`src/rtl/regfile_wb_arb_pkg.sv`:
```
// Shared widths, register count and grant encoding for the register-file writeback arbiter.
package regfile_wb_arb_pkg;

  localparam int ADDR_W           = 5;
  localparam int DATA_W           = 64;
  localparam int NUM_REGS         = 32;
  localparam int STARVE_W         = 4;
  localparam int STARVE_MAX_LIMIT = 15;

  typedef logic [ADDR_W-1:0]   reg_addr_t;
  typedef logic [DATA_W-1:0]   reg_data_t;
  typedef logic [NUM_REGS-1:0] reg_mask_t;

  typedef enum logic [1:0] {
    GRANT_NONE = 2'd0,
    GRANT_P0   = 2'd1,
    GRANT_P1   = 2'd2
  } grant_e;

  // Keeps an out-of-range starvation limit inside what the counter can hold.
  function automatic int clamp_starve(input int val);
    if (val < 1) return 1;
    if (val > STARVE_MAX_LIMIT) return STARVE_MAX_LIMIT;
    return val;
  endfunction

endpackage

```
`src/rtl/regfile_scoreboard.sv`:
```
// Pending-write scoreboard: one busy bit per architectural register, x0 never busy.
module regfile_scoreboard
  import regfile_wb_arb_pkg::*;
(
  input  logic      clk,
  input  logic      rst,
  input  logic      set_en,
  input  reg_addr_t set_addr,
  input  logic      clr_en,
  input  reg_addr_t clr_addr,
  output reg_mask_t busy
);

  reg_mask_t busy_reg;
  reg_mask_t set_mask;
  reg_mask_t clr_mask;

  genvar gi;
  generate
    for (gi = 0; gi < NUM_REGS; gi++) begin : g_mask
      if (gi == 0) begin : g_x0
        assign set_mask[gi] = 1'b0;
        assign clr_mask[gi] = 1'b0;
      end else begin : g_xn
        assign set_mask[gi] = set_en && (set_addr == ADDR_W'(gi));
        assign clr_mask[gi] = clr_en && (clr_addr == ADDR_W'(gi));
      end
    end
  endgenerate

  // Set is applied after clear so a same-address collision leaves the bit set.
  always_ff @(posedge clk) begin
    if (rst) begin
      busy_reg <= '0;
    end else begin
      busy_reg <= (busy_reg & ~clr_mask) | set_mask;
    end
  end

  assign busy = busy_reg;

endmodule

```
`src/rtl/regfile_wb_arb.sv`:
```
// Two-port register-file writeback arbiter with port-1 starvation guard.
// Optional pending-write scoreboard built when REGFILE_SCOREBOARD_EN is defined.
module regfile_wb_arb
  import regfile_wb_arb_pkg::*;
#(
  parameter int STARVE_MAX = 4
) (
  input  logic                clk,
  input  logic                rst,
  input  logic                p0_valid_i,
  output logic                p0_ready_o,
  input  logic [ADDR_W-1:0]   p0_addr_i,
  input  logic [DATA_W-1:0]   p0_data_i,
  input  logic                p1_valid_i,
  output logic                p1_ready_o,
  input  logic [ADDR_W-1:0]   p1_addr_i,
  input  logic [DATA_W-1:0]   p1_data_i,
  input  logic                rsv_i,
  input  logic [ADDR_W-1:0]   rsv_addr_i,
  output logic                we_o,
  output logic [ADDR_W-1:0]   waddr_o,
  output logic [DATA_W-1:0]   wdata_o,
  output logic [NUM_REGS-1:0] busy_o
);

  localparam int STARVE_CAP = clamp_starve(STARVE_MAX);

  logic [STARVE_W-1:0] starve_cnt_reg;
  logic [STARVE_W-1:0] starve_cnt_next;
  logic                force1;
  grant_e              grant;
  reg_addr_t           sel_addr;
  reg_data_t           sel_data;
  logic                we_next;
  logic                we_reg;
  reg_addr_t           waddr_reg;
  reg_data_t           wdata_reg;

  assign force1     = (starve_cnt_reg == STARVE_W'(STARVE_CAP));
  assign p0_ready_o = !(p1_valid_i && force1);
  assign p1_ready_o = !p0_valid_i || force1;

  // Ready logic guarantees at most one port fires; reset suppresses recording.
  always_comb begin
    grant    = GRANT_NONE;
    sel_addr = '0;
    sel_data = '0;
    if (!rst) begin
      if (p0_valid_i && p0_ready_o) begin
        grant    = GRANT_P0;
        sel_addr = p0_addr_i;
        sel_data = p0_data_i;
      end else if (p1_valid_i && p1_ready_o) begin
        grant    = GRANT_P1;
        sel_addr = p1_addr_i;
        sel_data = p1_data_i;
      end
    end
  end

  assign we_next = (grant != GRANT_NONE) && (sel_addr != '0);

  always_comb begin
    starve_cnt_next = '0;
    if (p1_valid_i && (grant != GRANT_P1)) begin
      starve_cnt_next = force1 ? starve_cnt_reg : starve_cnt_reg + STARVE_W'(1);
    end
  end

  // Address/data hold unless a real register write is launched.
  always_ff @(posedge clk) begin
    if (rst) begin
      starve_cnt_reg <= '0;
      we_reg         <= 1'b0;
      waddr_reg      <= '0;
      wdata_reg      <= '0;
    end else begin
      starve_cnt_reg <= starve_cnt_next;
      we_reg         <= we_next;
      if (we_next) begin
        waddr_reg <= sel_addr;
        wdata_reg <= sel_data;
      end
    end
  end

  assign we_o    = we_reg;
  assign waddr_o = waddr_reg;
  assign wdata_o = wdata_reg;

`ifdef REGFILE_SCOREBOARD_EN
  regfile_scoreboard u_scoreboard (
    .clk      (clk),
    .rst      (rst),
    .set_en   (rsv_i),
    .set_addr (rsv_addr_i),
    .clr_en   (grant == GRANT_P1),
    .clr_addr (p1_addr_i),
    .busy     (busy_o)
  );
`else
  logic unused_rsv;
  assign unused_rsv = &{1'b0, rsv_i, rsv_addr_i};
  assign busy_o     = '0;
`endif

endmodule

```
`config.mk`:
```
export PLATFORM = sky130hd
export DESIGN_NAME = regfile_wb_arb
export DESIGN_NICKNAME = d
export VERILOG_FILES = /design/src/rtl/regfile_wb_arb_pkg.sv /design/src/rtl/regfile_scoreboard.sv /design/src/rtl/regfile_wb_arb.sv
export SDC_FILE = /design/constraint.sdc
export NUM_CORES = 1
export LEC_CHECK = 0
export BUFFER_PORTS_ARGS = -buffer_cell sky130_fd_sc_hd__buf_2
export CAP_MARGIN = 0
export CORE_MARGIN = 10
export CORE_UTILIZATION = 43
export CTS_BUF_LIST = sky130_fd_sc_hd__clkbuf_8
export DETAILED_ROUTE_END_ITERATION = 7
export GPL_TIMING_DRIVEN = 0
export PLACE_DENSITY = 0.82
export SETUP_SLACK_MARGIN = 0.15
export SYNTH_ARGS = -nofsm -noshare
export SYNTH_HDL_FRONTEND = slang
export SYNTH_SLANG_ARGS = --single-unit
```
`constraint.sdc`:
```
create_clock -name clk -period 2.1 [get_ports clk]
set_input_delay 0.42 -clock clk [delete_from_list [all_inputs] [get_ports clk]]
set_output_delay 0.42 -clock clk [all_outputs]
set_load 0.01 [all_outputs]
```
# After elaboration in Yosys (flattened, before gate mapping)
# Index checks and enable logic that the tools add are counted.
[word_totals]
in_bits = 148
register_bits = 74
output_inout_bits = 104
word_cells = 27
[op_classes]
mux = 8
addsub = 1
bitwise_logic = 1
n_eq_ne = 2
n_reduce_logical = 11
[ops]
columns = ["cell", "n"]
rows = [
  ["two-way mux 64 bit", 2],
  ["two-way mux 5 bit", 3],
  ["two-way mux 2 bit", 3],
  ["logical AND 1 bit", 5],
  ["nonzero test 5 bit", 1],
  ["adder 4 x 1 -> 4 bit (second input constant)", 1],
  ["equality test 4 x 3 -> 1 bit (second input constant)", 1],
  ["zero test 1 bit", 2],
  ["!= test 2 bit (second input constant)", 1],
  ["nonzero test 2 bit", 1],
  ["OR reduction 2 bit", 1],
  ["logical OR 1 bit", 1],
  ["NOT 1 bit", 1],
]

# Depth between registers and ports, before layout
[logic_depth]
depth_word = 10
ltp_mapped = 10
depth_no_buf = 8

# Worst setup path after synthesis
# No wires, ideal clock.
[synth_timing]
path_kind = "register -> register"
from = "reg starve_cnt_reg[0]"
to = "reg wdata_reg[32] (netlist: wdata_o[32])"
path_slack_ns = 0.252
stages_incl_launch_ff = 10
setup_time_ns = 0.123
n_path_buf = 3
required_time_ns = 1.977
synth_period_minus_slack_ns = 1.848
t_arrival_ns = 1.725
path_cell_list = "dfxtp_1 inv_1 ha_1 and4b_1 or2_1 clkbuf_1 buf_6 clkbuf_8 a22oi_1 mux2i_1"
[synth_via]
elab_chain_cells = 8
word_cells_on_any_way = 17
classes_between = "eq/ne: 1; mux: 8; reduce/logical: 8"
[synth_lines]
columns = ["element", "line", "text"]
rows = [
  ["start: declaration", "regfile_wb_arb.sv:28", "logic [STARVE_W-1:0] starve_cnt_reg;"],
  ["start signal: assignment", "regfile_wb_arb.sv:78", "starve_cnt_reg <= starve_cnt_next;"],
  ["equality test 4 x 3 -> 1 bit *", "regfile_wb_arb.sv:39", "assign force1 = (starve_cnt_reg == STARVE_W'(STARVE_CAP));"],
  ["logical OR 1 bit or logical AND 1 bit (tied branches)", "regfile_wb_arb.sv:41, regfile_wb_arb.sv:40", ""],
  ["logical AND 1 bit or zero test 1 bit (tied branches)", "regfile_wb_arb.sv:53, regfile_wb_arb.sv:40", ""],
  ["two-way mux 5 bit (tied with other cells)", "regfile_wb_arb.sv:53", "end else if (p1_valid_i && p1_ready_o) begin"],
  ["two-way mux 5 bit or two-way mux 2 bit (tied branches)", "regfile_wb_arb.sv:49", "if (p0_valid_i && p0_ready_o) begin"],
  ["two-way mux 5 bit or two-way mux 2 bit (tied branches)", "regfile_wb_arb.sv:48", "if (!rst) begin"],
  ["nonzero test 5 bit or nonzero test 2 bit (tied branches)", "regfile_wb_arb.sv:61", "assign we_next = (grant != GRANT_NONE) && (sel_addr != '0);"],
  ["logical AND 1 bit", "regfile_wb_arb.sv:61", ""],
  ["end signal: assignment", "regfile_wb_arb.sv:82", "wdata_reg <= sel_data;"],
  ["end: declaration", "regfile_wb_arb.sv:37", "reg_data_t wdata_reg;"],
]
# Mark *: on every way between the ends. The rest lies on a longest branch, timed or not.
# A chain may end at the register's enable or synchronous reset.

# Worst setup path in the final report
[layout_timing]
from = "reg starve_cnt_reg[0]"
to = "reg wdata_reg[45] (netlist: wdata_o[45])"
# Same word-level chain as after synthesis.

==> flow_metrics.tcl <==
set metrics [dict create \
    place.gp.congestion 0.868 \
    drtIter0Drc 195 \
    path_max_fanout 5 \
    via_count 3737 \
    synth_compound_area_frac 0.167 \
    synthCells 381 \
    synthMuxAreaShare 0.173 \
    r2r_start "starve_cnt_reg[0]" \
    first_pass_iters 5 \
    nets 802 \
    htreeDepth 3 \
    overflow 0 \
    finClkSkew_ps 6.03 \
    syn-mean-instance-area_sq_um 9.85 \
    drtAntennaViolNets 0 \
    seqPwrFrac 0.439 \
    post-dp-hpwl_microns 10300 \
    critPathRequiredTime_ps 2310 \
    finalMaxSlewViolations 0 \
    switching_share 0.277 \
    synthSimpleGateAreaFrac 0.0981 \
    ctsLongestPathBuffers 2 \
    core-area_sq_um 8590 \
    wl_per_cell_microns 17.2 \
    cts_hold_buffers 0 \
    crit_type "flop to flop" \
    synth_xor_area_frac 0.00233 \
    cts_made_buffers 9 \
    clk_pin_slew_worst_paths_ps 80 \
    r2r-end "wdata_o[45]" \
    ys_async_sr_fraction 0 \
    r2r_cells 10 \
    worst_slew_pin_slew_ps 637 \
    ys_types 37 \
    slew_headroom 0.571 \
    setup_slack_ps 159 \
    hp-class "input pin to flop" \
    initial_utilization 0.437 \
    synth_top_area_share 0.395 \
    layout-drive-gt1-share 0.499 \
    grt_max_degree 12 \
    power.density_nw_per_um2 629 \
    die_h_microns 113 \
    maxCapViolCount 0 \
    p_switching_uw 982 \
    yosysSeqAreaShare 0.395 \
    dpl_cell_area_sq_um 5070 \
    final_util 0.656 \
    final_common_cell "buf_2" \
    die_x_microns 113 \
    root_buffer "clkbuf_8" \
    io_buffers 213 \
    drt-total-wl_microns 13100 \
    largest_register_ff_count 64 \
    hold_path_end "wdata_o[44]" \
    syn_area_sq_um 3750 \
    min_from "p0_data_i[44]" \
    grt_usage 0.181 \
    synth_top_family_by_area "multiplexers" \
    crit_arrival_ps 2150 \
    synth_ff_type "dfxtp_1" \
    ys_warn_count 0 \
    clk_latency_ps 330 \
    ys_seq_elements 74 \
    setup_tns_ps 0 \
    synth_edf_count 0 \
    fin_area_sq_um 5640 \
    vdd_ir_drop_max_v 0.000351 \
    hold_depth 3 \
    fin_crit_ps 1940 \
    min_period_over_period 0.924 \
    rows 34 \
    setup_violations 0 \
    place_ws_ps -105 \
    grt_pass1_vias 3831 \
    drt-vias-per-instance 4.88 \
    antenna_cells 0 \
    synthTopCellsByArea "dfxtp_1 (39%), mux2i_1 (17%), a22oi_1 (13%), nand2_1 (6.8%), buf_4 (6.6%)" \
    clkPwrFrac 0.314 \
    finalHoldViolations 0 \
    crit_path_end_kind "flop" \
    p_int_uw 2560 \
    synthAdderAreaFrac 0.00667 \
    combPwrFrac 0.246 \
    final_cell_mix "buf_2 (218), dfxtp_1 (72), nand2_1 (68), mux2i_1 (63), a22oi_1 (51)" \
    crit_path_start_kind "flop" \
    grt_pass1_wl_microns 19200 \
    ios 252 \
    ff2ff_setup_slack_ps 160 \
    die_area_sq_um 12900 \
    p_leak_uw 0.00311 \
    clock_sinks 74 \
    antenna_found_initial 0 \
    fmax_mhz 515 \
    cts_tree "built" \
    total_power_uw 3550 \
    status "finished, final reports clean" \
    remaining_drc_errors 0 \
    rsz0062_at_grt "true" \
    syn_to_final_growth_pct 50.3 \
    synth_top_cell_by_area "dfxtp_1" \
]
layout make-up:
cell class / instances / area (sq um)
timing repair buffer: 229 / 1330
clock inverter: 5 / 46.3
inverter: 7 / 26.3
clock buffer: 11 / 151
sequential: 74 / 1480
buffer: 62 / 563
multi-input combinational: 269 / 1900
tap: 108 / 135
fill: 735 / 2960
worst max-delay path by stage:
stage | start | end | cells after the start
finish | starve_cnt_reg[0] | wdata_o[45] | 10
global route | starve_cnt_reg[0] | wdata_o[45] | 10
CTS | starve_cnt_reg[0] | wdata_o[41] | 9
detailed placement | starve_cnt_reg[0] | wdata_o[37] | 9
global placement | starve_cnt_reg[0] | wdata_o[35] | 9
floorplan | starve_cnt_reg[0] | wdata_o[32] | 9
per-layer routing:
metal | wire, microns | global-route usage | vias to the layer above
met2 | 6990 | 0.332 | 147
li1 | - | - | 1850
met5 | 0 | 0 | -
met1 | 5020 | 0.195 | 1721
met4 | 180 | 0.0516 | 0
met3 | 962 | 0.0551 | 19
synthesized netlist by cell type, types with 3 or more instances:
master / number
dfxtp_1: 74
nand2_1: 68
a22oi_1: 66
mux2i_1: 65
buf_4: 33
buf_12: 6
buf_2: 6
clkbuf_1: 6
clkbuf_8: 5
inv_1: 5
nor2_1: 4
o22ai_1: 4
a21oi_1: 3
a22oi_2: 3
nand3_1: 3
o21ai_0: 3
or4_1: 3
power by group through the flow:
stage	registers (uW)	clock network [uW]	logic, uW
floorplan	1640	0	392
global placement	1580	0	758
detailed placement	1590	0	778
CTS	1560	1140	794
global route	1570	1210	944
finish	1560	1120	874
logic make-up after synthesis:
group                    after synthesis
adder cells (fa/ha/maj)                2
other                                  1
buffers and inverters                 69
flip-flops                            74
AO/OA/AOI/OAI                         83
AND/OR/NAND/NOR                       86
XOR/XNOR                               1
multiplexers                          65
critical path, stage by stage (launching register included):
cell	delay (ps)
dfxtp_2	320
inv_1	70
ha_2	180
and4b_2	270
buf_4	130
o22ai_2	80
a21o_4	270
buf_12	130
clkbuf_16	140
buf_4	130
mux2i_1	100
per-stage QoR:
step,hold slack [ps],instances
global route,351,765
CTS,347,753
finish,362,765
floorplan,430,412
detailed placement,450,733
global placement,442,733
timing repair:
item,CTS,global route
setup buffers,4,5
resized for setup,11,20
hold endpoints to repair,0,0
pin swaps,1,5
setup endpoints to repair,70,52
cloned,0,7
Note: power is estimated with default switching activity, not from simulation.
